<file path="src/rtl/ldr_day_night_detector_pkg.sv">
// Shared smart-home sensor types: debounced light-state encoding and LDR polarity.
package smarthome_pkg;

  typedef enum logic [1:0] {
    DAY      = 2'd0,
    TO_NIGHT = 2'd1,
    NIGHT    = 2'd2,
    TO_DAY   = 2'd3
  } ldr_state_t;

  localparam logic LDR_DARK = 1'b1;

  // Pending states still report the state being left.
  function automatic logic state_is_night(input ldr_state_t s);
    return (s == NIGHT) || (s == TO_DAY);
  endfunction

endpackage

</file>
<file path="src/rtl/ldr_day_night_detector_if.sv">
// Day/night change event channel: valid/ready handshake with a one-bit payload.
interface ldr_day_night_detector_if;

  logic EVT_VALID;
  logic EVT_NIGHT;
  logic EVT_READY;

  modport master (output EVT_VALID, output EVT_NIGHT, input EVT_READY);
  modport slave  (input EVT_VALID, input EVT_NIGHT, output EVT_READY);

endinterface

</file>
<file path="src/rtl/ldr_day_night_detector_sync_2ff.sv">
// Generic 1-bit two-flop synchroniser with synchronous reset to 0.
module sync_2ff (
  input  logic clk,
  input  logic rst,
  input  logic d,
  output logic q
);

  logic meta;

  always_ff @(posedge clk) begin
    if (rst) begin
      meta <= 1'b0;
      q    <= 1'b0;
    end else begin
      meta <= d;
      q    <= meta;
    end
  end

endmodule

</file>
<file path="src/rtl/ldr_day_night_detector.sv">
// LDR day/night detector: sync, debounce FSM, change event with overflow flag and counter.
// Optional post-flip input holdoff is enabled by defining LDR_HOLDOFF_EN.
//
//  state    | meaning
//  DAY      | light, waiting for a dark sample
//  TO_NIGHT | counting consecutive dark samples
//  NIGHT    | dark, waiting for a light sample
//  TO_DAY   | counting consecutive light samples
module ldr_day_night_detector
  import smarthome_pkg::*;
#(
  parameter int DEBOUNCE_N = 3,
  parameter int CNT_W      = 8,
  parameter int HOLDOFF_N  = 5
) (
  input  logic                     CLK_IN_1HZ,
  input  logic                     RST,
  input  logic                     LDR,
  output logic                     NIGHT,
  ldr_day_night_detector_if.master evt,
  output logic                     EVT_OVF,
  output logic [CNT_W-1:0]         TRANS_CNT
);

  localparam int               CW       = (DEBOUNCE_N > 1) ? $clog2(DEBOUNCE_N) : 1;
  localparam logic [CW-1:0]    CNT_LAST = CW'(DEBOUNCE_N - 1);

  ldr_state_t       state_q, state_d;
  logic [CW-1:0]    cnt_q, cnt_d;
  logic             ldr_s;
  logic             flip;
  logic             sample_en;
  logic             evt_valid_q, evt_night_q, ovf_q;
  logic [CNT_W-1:0] trans_q;

  sync_2ff u_sync (
    .clk (CLK_IN_1HZ),
    .rst (RST),
    .d   (LDR),
    .q   (ldr_s)
  );

`ifdef LDR_HOLDOFF_EN
  localparam int HW = (HOLDOFF_N > 0) ? $clog2(HOLDOFF_N + 1) : 1;

  logic [HW-1:0] holdoff_q;

  always_ff @(posedge CLK_IN_1HZ) begin
    if (RST)
      holdoff_q <= '0;
    else if (flip)
      holdoff_q <= HW'(HOLDOFF_N);
    else if (holdoff_q != '0)
      holdoff_q <= holdoff_q - HW'(1);
  end

  assign sample_en = (holdoff_q == '0);
`else
  assign sample_en = 1'b1;
`endif

  always_ff @(posedge CLK_IN_1HZ) begin
    if (RST) begin
      state_q <= DAY;
      cnt_q   <= '0;
    end else begin
      state_q <= state_d;
      cnt_q   <= cnt_d;
    end
  end

  // With DEBOUNCE_N=1 the pending states are never entered.
  always_comb begin
    state_d = state_q;
    cnt_d   = cnt_q;
    flip    = 1'b0;
    if (sample_en) begin
      unique case (state_q)
        DAY: begin
          if (ldr_s == LDR_DARK) begin
            if (DEBOUNCE_N == 1) begin
              state_d = smarthome_pkg::NIGHT;
              flip    = 1'b1;
            end else begin
              state_d = TO_NIGHT;
              cnt_d   = CW'(1);
            end
          end
        end
        TO_NIGHT: begin
          if (ldr_s != LDR_DARK) begin
            state_d = DAY;
            cnt_d   = '0;
          end else if (cnt_q == CNT_LAST) begin
            state_d = smarthome_pkg::NIGHT;
            cnt_d   = '0;
            flip    = 1'b1;
          end else begin
            cnt_d = cnt_q + CW'(1);
          end
        end
        smarthome_pkg::NIGHT: begin
          if (ldr_s != LDR_DARK) begin
            if (DEBOUNCE_N == 1) begin
              state_d = DAY;
              flip    = 1'b1;
            end else begin
              state_d = TO_DAY;
              cnt_d   = CW'(1);
            end
          end
        end
        TO_DAY: begin
          if (ldr_s == LDR_DARK) begin
            state_d = smarthome_pkg::NIGHT;
            cnt_d   = '0;
          end else if (cnt_q == CNT_LAST) begin
            state_d = DAY;
            cnt_d   = '0;
            flip    = 1'b1;
          end else begin
            cnt_d = cnt_q + CW'(1);
          end
        end
        default: begin
          state_d = DAY;
          cnt_d   = '0;
        end
      endcase
    end
  end

  // A flip always wins over an accept; overflow only when the old event was not taken.
  always_ff @(posedge CLK_IN_1HZ) begin
    if (RST) begin
      evt_valid_q <= 1'b0;
      evt_night_q <= 1'b0;
      ovf_q       <= 1'b0;
      trans_q     <= '0;
    end else if (flip) begin
      if (evt_valid_q && !evt.EVT_READY)
        ovf_q <= 1'b1;
      evt_valid_q <= 1'b1;
      evt_night_q <= state_is_night(state_d);
      trans_q     <= trans_q + CNT_W'(1);
    end else if (evt_valid_q && evt.EVT_READY) begin
      evt_valid_q <= 1'b0;
    end
  end

  always_comb begin
    NIGHT         = state_is_night(state_q);
    evt.EVT_VALID = evt_valid_q;
    evt.EVT_NIGHT = evt_night_q;
    EVT_OVF       = ovf_q;
    TRANS_CNT     = trans_q;
  end

endmodule

</file>
<file path="src/flat_wrapper.sv">
// flat-port wrapper written by rule: the top's interface ports become plain ports
module ldr_day_night_detector_flat import smarthome_pkg::*;
#(
  parameter int DEBOUNCE_N = 3,
  parameter int CNT_W      = 8,
  parameter int HOLDOFF_N  = 5
)
  (CLK_IN_1HZ, RST, LDR, NIGHT, EVT_OVF, TRANS_CNT, evt_EVT_VALID, evt_EVT_NIGHT, evt_EVT_READY);
  ldr_day_night_detector_if evt_i ();
  input  logic CLK_IN_1HZ;
  input  logic RST;
  input  logic LDR;
  output logic NIGHT;
  output logic EVT_OVF;
  output logic [CNT_W-1:0] TRANS_CNT;
  output wire logic [$bits(evt_i.EVT_VALID)-1:0] evt_EVT_VALID;
  output wire logic [$bits(evt_i.EVT_NIGHT)-1:0] evt_EVT_NIGHT;
  input wire logic [$bits(evt_i.EVT_READY)-1:0] evt_EVT_READY;
  assign evt_EVT_VALID = evt_i.EVT_VALID;
  assign evt_EVT_NIGHT = evt_i.EVT_NIGHT;
  assign evt_i.EVT_READY = evt_EVT_READY;
  ldr_day_night_detector #(.DEBOUNCE_N(DEBOUNCE_N), .CNT_W(CNT_W), .HOLDOFF_N(HOLDOFF_N)) u_core (.CLK_IN_1HZ(CLK_IN_1HZ), .RST(RST), .LDR(LDR), .NIGHT(NIGHT), .evt(evt_i), .EVT_OVF(EVT_OVF), .TRANS_CNT(TRANS_CNT));
endmodule
</file>
<file path="config.mk">
export PLATFORM = sky130hd
export DESIGN_NAME = ldr_day_night_detector_flat
export DESIGN_NICKNAME = d
export VERILOG_FILES = /design/src/rtl/ldr_day_night_detector_pkg.sv /design/src/rtl/ldr_day_night_detector_if.sv /design/src/rtl/ldr_day_night_detector_sync_2ff.sv /design/src/rtl/ldr_day_night_detector.sv /design/src/flat_wrapper.sv
export SDC_FILE = /design/constraint.sdc
export NUM_CORES = 1
export LEC_CHECK = 0
export CELL_PAD_IN_SITES_DETAIL_PLACEMENT = 1
export CELL_PAD_IN_SITES_GLOBAL_PLACEMENT = 2
export CORE_MARGIN = 10
export CORE_UTILIZATION = 37
export DETAILED_ROUTE_END_ITERATION = 6
export DONT_BUFFER_PORTS = 1
export PLACE_DENSITY_LB_ADDON = 0.05
export SKIP_LAST_GASP = 1
export SLEW_MARGIN = 0
export SYNTH_ARGS = -nofsm -noshare
export SYNTH_HDL_FRONTEND = slang
export SYNTH_SLANG_ARGS = --single-unit
</file>
<file path="constraint.sdc">
create_clock -name CLK_IN_1HZ -period 3.7 [get_ports CLK_IN_1HZ]
set_input_delay 0.74 -clock CLK_IN_1HZ [delete_from_list [all_inputs] [get_ports CLK_IN_1HZ]]
set_output_delay 0.74 -clock CLK_IN_1HZ [all_outputs]
set_load 0.02 [all_outputs]
</file>
==> impl_metrics.json, run 1 <==
{
  "p_leak_nw": 0.257,
  "skew_ns": 0.00123,
  "drt-total-wl_um": 1710,
  "fin_crit_sh_pct": 48.1,
  "tightest_slew_ns": 0.962,
  "insertion_delay_ns": 0.29,
  "hold_viol_final": 0,
  "yosys.area.top_type": "dfxtp_1",
  "drive_above_1_share_pct": 7.41,
  "post-route-util_pct": 40.1,
  "p_int_mw": 0.229,
  "crit_required_ns": 3.89,
  "relSlewSlack_pct": 35.4,
  "r2r_end": "u_core.TRANS_CNT[7]",
  "crit_path_max_fanout": 13,
  "cts_tree": "yes",
  "ios": 16,
  "syn_nets": 88,
  "clockRootBuffer": "clkbuf_4",
  "gp_congestion": 0.644,
  "setup_violations": 0,
  "synth.top_cell.area_share_pct": 45.5,
  "slew_violations": 0,
  "synth-async-reset-ratio_pct": 0,
  "ys_ff_latch": 17,
  "hpwlAfterDp_um": 1200,
  "cts_setup_buffers": 0,
  "cts_made_buffers": 3,
  "switchingPower_mw": 0.0679,
  "die_area_um2": 4220,
  "ctsResizeCount": 0,
  "status": "finished clean",
  "max-vdd-ir-drop_mv": 0.216,
  "rsz0062_at_grt": "false",
  "vias": 597,
  "fmax_mhz": 561,
  "initial_utilization_pct": 38.5,
  "netlist_top_cells_area": "dfxtp_1, a21oi_1, nor2b_1",
  "wl_per_cell_um": 15.8,
  "cts_max_level": 1,
  "endpoint_kind": "flip-flop",
  "grt_pass1_wl_um": 2960,
  "yosysMostFrequentCell": "dfxtp_1",
  "syn_area_per_cell_um2": 9.01,
  "path_clk_slew_ns": 0.10,
  "start_kind": "flip-flop",
  "combPwrFrac_pct": 2.3,
  "swShare_pct": 22.9,
  "row_count": 16,
  "hold_path.class": "flip-flop to flip-flop",
  "syn2layout_area_growth_pct": 4.01,
  "synth_area_um2": 748,
  "timing.max_cap.violations": 0,
  "synth_common_cells": "dfxtp_1, a21oi_1, nor2_1, nor2b_1, nand3_1",
  "yosysWarnings": 0,
  "reg2regPathDepth": 3,
  "grt_max_degree": 21,
  "antenna_left": 0,
  "tns_ns": 0,
  "hold_path_startpoint": "u_core.u_sync.meta",
  "first_global_vias": 622,
  "grtUsageTotal_pct": 8.94,
  "die_height_um": 65.0,
  "r2r_slack_ns": 1.92,
  "r2r-start": "u_core.state_q[1]",
  "worstPathArrival_ns": 1.97,
  "synth_cell_types": 30,
  "core_region_area_um2": 1940,
  "p_seq_share_pct": 63.9,
  "ctsHoldBuffers": 0,
  "fin_crit_ns": 1.78,
  "min_delay_path_depth": 1,
  "clock_path_buffers": 2,
  "viasPerCell": 5.53,
  "path_class": "flip-flop to flip-flop",
  "die_width_um": 65.0,
  "cts_sinks": 17,
  "power_density_nw_per_um2": 382,
  "whs_endpoint": "u_core.u_sync.q",
  "firstDrtPassIters": 4,
  "portBuffers": 0,
  "nNetsFinal": 87,
  "ys_seq_area_share_pct": 45.5,
  "num_antenna_cells": 0,
  "synth_flop_cell": "dfxtp_1",
  "antenna_found_initial": 0,
  "overflow": 0,
  "synth_edf_count": 0,
  "power_frac_clock_pct": 33.8,
  "drt_iter0_drc": 13,
  "synthCells": 83,
  "drc_errors": 0,
  "fillers": 252
}
## worst max-delay path by stage
stage	startpoint	cells past startpoint	end
finish	u_core.state_q[1]	3	u_core.TRANS_CNT[7]
global route	u_core.state_q[1]	3	u_core.TRANS_CNT[7]
CTS	u_core.state_q[1]	3	u_core.TRANS_CNT[7]
detailed placement	u_core.state_q[1]	3	u_core.TRANS_CNT[7]
global placement	u_core.state_q[1]	3	u_core.TRANS_CNT[7]
floorplan	RST	3	u_core.EVT_OVF
## power groups by stage
stage | combinational (mW) | clock (mW) | sequential [mW]
global route | 0.00776 | 0.114 | 0.190
floorplan | 0.00902 | 0 | 0.193
global placement | 0.00673 | 0 | 0.194
CTS | 0.00708 | 0.107 | 0.190
detailed placement | 0.00703 | 0 | 0.194
finish | 0.00684 | 0.100 | 0.190
## worst max-delay path, stage by stage (launching register included)
cell	delay (ns)
dfxtp_1	0.43
xnor2_1	0.80
nor4_1	0.14
mux2_2	0.31
## cell families after synthesis
logic type	share of synthesized area (%)
simple gates	27.8
compound gates	13.0
flops	45.5
buf+inv	5.18
mux	4.51
xor+xnor	2.34
fa+ha+maj	1.67
## through the flow
| step | worst slack (ns) | power (mW) | std cells | hold slack [ns] | instance area [µm²] |
|---|---|---|---|---|---|
| after global placement | 1.94 | 0.201 | 104 | 0.450 | 751 |
| final | 1.92 | 0.297 | 108 | 0.461 | 778 |
| after floorplan | 2.22 | 0.202 | 83 | 0.414 | 748 |
| after detailed placement | 1.91 | 0.201 | 104 | 0.453 | 751 |
| after CTS | 1.89 | 0.304 | 108 | 0.468 | 778 |
| after global routing | 1.75 | 0.313 | 108 | 0.474 | 778 |
## area by class of cell
cell class / count / area (µm²) / area share [%]
Multi-Input combinational cell: 58 / 369 / 47.4
Sequential cell: 17 / 340 / 43.7
Clock buffer: 3 / 22.5 / 2.89
Tap cell: 27 / 33.8 / 4.34
Clock inverter: 1 / 5.00 / 0.643
Inverter: 2 / 7.51 / 0.965
## sequential cells by signal, summed over array words and instances (netlist names)
register	cells
u_core.evt.EVT_NIGHT	1
u_core.cnt_q	2
u_core.TRANS_CNT	8
u_core.EVT_OVF	1
u_core.u_sync.q	1
u_core.u_sync.meta	1
u_core.evt.EVT_VALID	1
u_core.state_q	2
## routing by layer
metal  vias up  routed length (µm)  global-route usage, %  part of all wire (%)
met5         -                   0                      0                     0
met3         4                 116                   4.81                   6.8
met2        10                 863                   14.4                    51
li1        294                   -                      -                     -
met1       289                 701                   9.44                    41
met4         0                  25                   4.01                   1.5
## cells in the final DEF, fill, tap and decap left out
cell type and n:
or4_1 3, clkinv_2 1, clkbuf_4 3, nor2_1 6
mux2_1 2, a31oi_1 2, a21oi_1 8, inv_1 2
nor4_1 1, o21ai_0 3, nand4b_1 1, o31ai_1 3
nor4_2 1, and3b_1 1, mux2_2 1, dfxtp_1 17
nor3_1 2, nand4_1 2, nand3b_1 2, xor2_1 1
ha_1 1, nand2_1 3, xnor2_1 1, nor2b_1 6
and4_1 1, nand3_1 5, o21a_1 1, or3_1 1
Note: power is estimated with default switching activity, not from simulation.
==> inputs of run 2 (changes only) <==
- CORE_UTILIZATION: 37 -> 31
- clock period: 3.7 -> 1.55 ns (I/O delays scaled with it)
==> run 2 against run 1 <==
Against the previous run:
- register-to-register slack got worse by 1.8 ns
- setup slack got worse by 1.8 ns
- clock-buffer cell count stayed put
- utilization shrank 0.18 points
- flip-flop and latch count is the same
- die area is 13% higher
- critical path depth is 1 higher
- combinational power grew to 4.0 times the previous value
- first-iteration DRC count increased by 100%
- sequential share of layout area is 5.9 points lower
- sequential power is 140% higher
- highest routed layer unchanged
==> impl_metrics.json, run 2 (synthesis gave the netlist of run 1 again) <==
{
  "grt_max_degree": 21,
  "firstDrtPassIters": 4,
  "insertion_delay_ns": 0.29,
  "ctsResizeCount": 0,
  "p_leak_nw": 0.339,
  "path_clk_slew_ns": 0.10,
  "crit_required_ns": 1.78,
  "switchingPower_mw": 0.160,
  "ios": 16,
  "core_region_area_um2": 2250,
  "drc_errors": 0,
  "skew_ns": 0.00187,
  "critPathBufInv": 1,
  "slowest_stage": "or4_1",
  "max-vdd-ir-drop_mv": 0.530,
  "mostFrequentLayoutCells": "dfxtp_1, buf_4, a21oi_1",
  "largest_reg_flops": 8,
  "wl_per_cell_um": 14.5,
  "setup_violations": 0,
  "dpl.cell_count": 121,
  "row_count": 17,
  "endpoint_kind": "flip-flop",
  "totalPowerFinal_mw": 0.714,
  "combPwrFrac_pct": 3.8,
  "p_int_mw": 0.554,
  "hpwlAfterDp_um": 1420,
  "fin_crit_sh_pct": 93.5,
  "regArea_um2": 340,
  "portBuffers": 0,
  "path_class": "flip-flop to flip-flop",
  "cts_made_buffers": 3,
  "hold_viol_final": 0,
  "hold_path.class": "input port to flip-flop",
  "grtUsageTotal_pct": 7.89,
  "start_kind": "flip-flop",
  "cts_setup_buffers": 0,
  "fin_ws_ns": 0.101,
  "crit_path_max_fanout": 9,
  "status": "finished clean",
  "final_common_cell": "dfxtp_1",
  "clockRootBuffer": "clkbuf_4",
  "worstPathArrival_ns": 1.68,
  "antenna_found_initial": 0,
  "cts_tree": "yes",
  "crit_family": "simple AND/OR/NAND/NOR gates",
  "first_global_vias": 664,
  "p_seq_share_pct": 63.1,
  "drt-total-wl_um": 1820,
  "relSlewSlack_pct": 79.5,
  "antenna_left": 0,
  "fin_area_um2": 900,
  "die_height_um": 69.1,
  "crit_chain": "nand3b_1 > buf_4 > or4_1 > a21oi_1",
  "drt_iter0_drc": 26,
  "post-route-util_pct": 39.9,
  "max_stage_delay_ns": 0.51,
  "placed_cell_area_um2": 872,
  "stdcell_count": 125,
  "initial_utilization_pct": 33.2,
  "fin_crit_ns": 1.45,
  "gp_congestion": 0.686,
  "tightest_slew_ns": 0.305,
  "hold_ws_ns": 0.0745,
  "rsz0062_at_grt": "false",
  "dp_slack_ns": 0.109,
  "vias": 656,
  "power_frac_clock_pct": 33.1,
  "die_area_um2": 4780,
  "fillers": 287,
  "ctsHoldBuffers": 0,
  "fmax_mhz": 690,
  "cts_sinks": 17,
  "power_density_nw_per_um2": 794,
  "overflow": 0,
  "clock_path_buffers": 2,
  "cts_max_level": 1,
  "viasPerCell": 5.25,
  "nNetsFinal": 103,
  "swShare_pct": 22.4,
  "num_antenna_cells": 0,
  "die_width_um": 69.1,
  "slew_violations": 0,
  "syn2layout_area_growth_pct": 20.2,
  "timing.max_cap.violations": 0,
  "grt_pass1_wl_um": 3170,
  "drive_above_1_share_pct": 22.7,
  "tns_ns": 0,
  "multi_input_area_um2": 369
}
## run 2: changes by cell type in the layout (fill, tap and decap cells not counted)
cell	before	now
buf_4	0	16
## run 2: final timing paths
check / startpoint / end / slack, ns / depth (start not counted)
max: u_core.cnt_q[1] / u_core.TRANS_CNT[3] / 0.10 / 4
min: RST / u_core.TRANS_CNT[4] / 0.07 / 1
max reg2reg: u_core.cnt_q[1] / u_core.TRANS_CNT[3] / 0.10 / 4
min reg2reg: u_core.u_sync.meta / u_core.u_sync.q / 0.45 / 1
## run 2: layer usage
metal	up-vias	GRT usage [%]	routed length, µm
li1	326	-	-
met1	315	8.47	795
met2	13	13.3	902
met3	2	3.99	110
met4	0	2.00	8
met5	-	0	0
## run 2: cell type report
cell class / count / area share [%]
well taps: 28 / 3.89
repair buffers: 16 / 13.4
flip-flops and latches: 17 / 37.8
multi-input cells: 58 / 41.0
clock buffers: 3 / 2.50
inverters: 2 / 0.834
clock inverters: 1 / 0.556
## run 2: power by group through the flow
stage                     sequential, mW  combinational (mW)  clock [mW]
after floorplan                    0.461              0.0215           0
after global placement             0.461              0.0268           0
after detailed placement           0.461              0.0278           0
after CTS                          0.451              0.0277       0.254
after global routing               0.452              0.0314       0.265
final                              0.451              0.0272       0.236
==> inputs of run 3 (changes only) <==
- SYNTH_HIERARCHICAL: not set -> 1
- TNS_END_PERCENT: not set -> 100
==> run 3 against run 2 <==
Against the previous run:
- register-to-register slack improved by 0.10 ns
- flip-flop and latch count unchanged
- critical endpoint is now u_core/TRANS_CNT[5]
- setup slack gained 0.10 ns
- largest power group unchanged
- utilization decreased by 2.9 points
- power down 2.4%
- clock skew grew 0.0020 ns
- final area fell by 8.9%
- critical path depth unchanged
- clock power is 3% higher
- clock-buffer cell count is 1 higher
- worst hold slack barely moved
==> impl_metrics.json, run 3 <==
{
  "worstPathArrival_ns": 1.57,
  "viasPerCell": 4.83,
  "hold_path.class": "input port to flip-flop",
  "wl_per_cell_um": 14.3,
  "status": "finished clean",
  "cts_made_buffers": 3,
  "rsz0062_at_grt": "false",
  "grt_pass1_wl_um": 2860,
  "synth.top_cell.area_share_pct": 47.7,
  "max-vdd-ir-drop_mv": 0.389,
  "cts_tree": "yes",
  "mostFrequentLayoutCells": "dfxtp_1, buf_4, nor2_1",
  "tns_ns": 0,
  "yosysMostFrequentCell": "dfxtp_1",
  "die_height_um": 68.0,
  "slowest_stage": "dfxtp_1",
  "die_area_um2": 4620,
  "endpoint_kind": "flip-flop",
  "antenna_left": 0,
  "slew_violations": 0,
  "crit_family": "simple AND/OR/NAND/NOR gates",
  "largest_reg_flops": 8,
  "hold_viol_final": 0,
  "gp_congestion": 0.655,
  "yosysWarnings": 6,
  "final_common_cell": "dfxtp_1",
  "ctsResizeCount": 0,
  "drive_above_1_share_pct": 15.9,
  "portBuffers": 0,
  "crit_required_ns": 1.78,
  "ys_seq_area_share_pct": 47.7,
  "wl_met3_um": 116,
  "wl_met2_um": 718,
  "crit_path_max_fanout": 6,
  "drt_iter0_drc": 53,
  "row_count": 17,
  "fin_crit_sh_pct": 86.9,
  "vias": 560,
  "netlist_top_cells_area": "dfxtp_1, a21oi_1, nor2_1",
  "relSlewSlack_pct": 81.7,
  "drc_errors": 0,
  "ios": 16,
  "num_antenna_cells": 0,
  "synthCells": 79,
  "power_density_nw_per_um2": 851,
  "cts_setup_buffers": 0,
  "clock_path_buffers": 2,
  "setup_violations": 0,
  "synth_edf_count": 0,
  "timing.max_cap.violations": 0,
  "firstDrtPassIters": 3,
  "crit_chain": "nor2b_1 > nand4_2 > or3_1 > a21oi_1",
  "highest_layer": "met4",
  "antenna_found_initial": 0,
  "syn_nets": 84,
  "synth_common_cells": "dfxtp_1, nor2_1, a21oi_1",
  "fmax_mhz": 743,
  "tightest_slew_ns": 0.273,
  "overflow": 0,
  "synth_cell_types": 30,
  "post-route-util_pct": 37.0,
  "max_stage_delay_ns": 0.38,
  "path_clk_slew_ns": 0.10,
  "yosys.area.top_type": "dfxtp_1",
  "syn_area_per_cell_um2": 9.03,
  "synth_flop_cell": "dfxtp_1",
  "grt_max_degree": 18,
  "first_global_vias": 596,
  "cts_sinks": 17,
  "initial_utilization_pct": 32.2,
  "grtUsageTotal_pct": 8.05,
  "clockRootBuffer": "clkbuf_4",
  "ctsHoldBuffers": 0,
  "fin_crit_ns": 1.35,
  "die_width_um": 68.0,
  "m1WireLength_um": 805,
  "insertion_delay_ns": 0.29,
  "synth-async-reset-ratio_pct": 0,
  "syn2layout_area_growth_pct": 14.9,
  "fillers": 276,
  "cts_max_level": 1,
  "synth_area_um2": 713,
  "core_region_area_um2": 2210,
  "skew_ns": 0.00392,
  "critPathBufInv": 0,
  "ys_ff_latch": 17,
  "drt-total-wl_um": 1660,
  "start_kind": "flip-flop",
  "path_class": "flip-flop to flip-flop",
  "nNetsFinal": 94,
  "hpwlAfterDp_um": 1210,
  "p_leak_nw": 0.329
}
-- run 3: cell type report --
type	instances	area, µm²	share of cell area, %
Sequential cell	17	340	41.5
Clock buffer	4	26.3	3.21
Inverter	2	7.51	0.916
Tap cell	28	35.0	4.27
Multi-Input combinational cell	55	335	40.9
Timing Repair Buffer	10	75.1	9.16
-- run 3: cells by family (layout without fill, tap and decap cells) --
family / after synthesis / in the layout / synth area share [%]
muxes: 1 / 1 / 1.40
AOI/OAI and AO/OA: 13 / 13 / 9.65
and+or+nand+nor: 35 / 35 / 28.1
DFF: 17 / 17 / 47.7
buffers and inverters: 7 / 16 / 5.26
xor gates and xnor gates: 5 / 5 / 6.14
adders and majority gates: 1 / 1 / 1.75
-- run 3: per-layer routing --
metal,up-vias,track usage (%)
met5,-,0
met3,2,2.77
met4,0,5.28
met2,8,11.3
li1,291,-
met1,259,10.2
-- run 3: power by group --
part           leakage, nW  switching [mW]  internal, mW  total, mW
Sequential           0.138         0.00401         0.441      0.445
Clock               0.0150           0.142         0.100      0.242
Combinational        0.176         0.00526       0.00515     0.0104
Total                0.329           0.151         0.546      0.697
-- run 3: final timing paths --
kind | from | cells after the start | endpoint | slack [ns]
setup / recovery | u_core/cnt_q[1] | 4 | u_core/TRANS_CNT[5] | 0.20
hold reg to reg | u_core/u_sync/meta | 1 | u_core/u_sync/q | 0.45
hold / removal | RST | 1 | u_core/u_sync/q | 0.07
setup reg to reg | u_core/cnt_q[1] | 4 | u_core/TRANS_CNT[5] | 0.20
-- run 3: metrics by stage --
step                power (mW)  cell area, µm²  cells  hold slack (ns)  setup slack, ns
finish                   0.697             820    116           0.0743            0.204
global route             0.730             820    116           0.0527           0.0456
CTS                      0.713             820    116           0.0586            0.194
detailed placement       0.466             793    112            0.385            0.215
global placement         0.465             793    112            0.382            0.247
floorplan                0.466             713     79            0.379            0.242
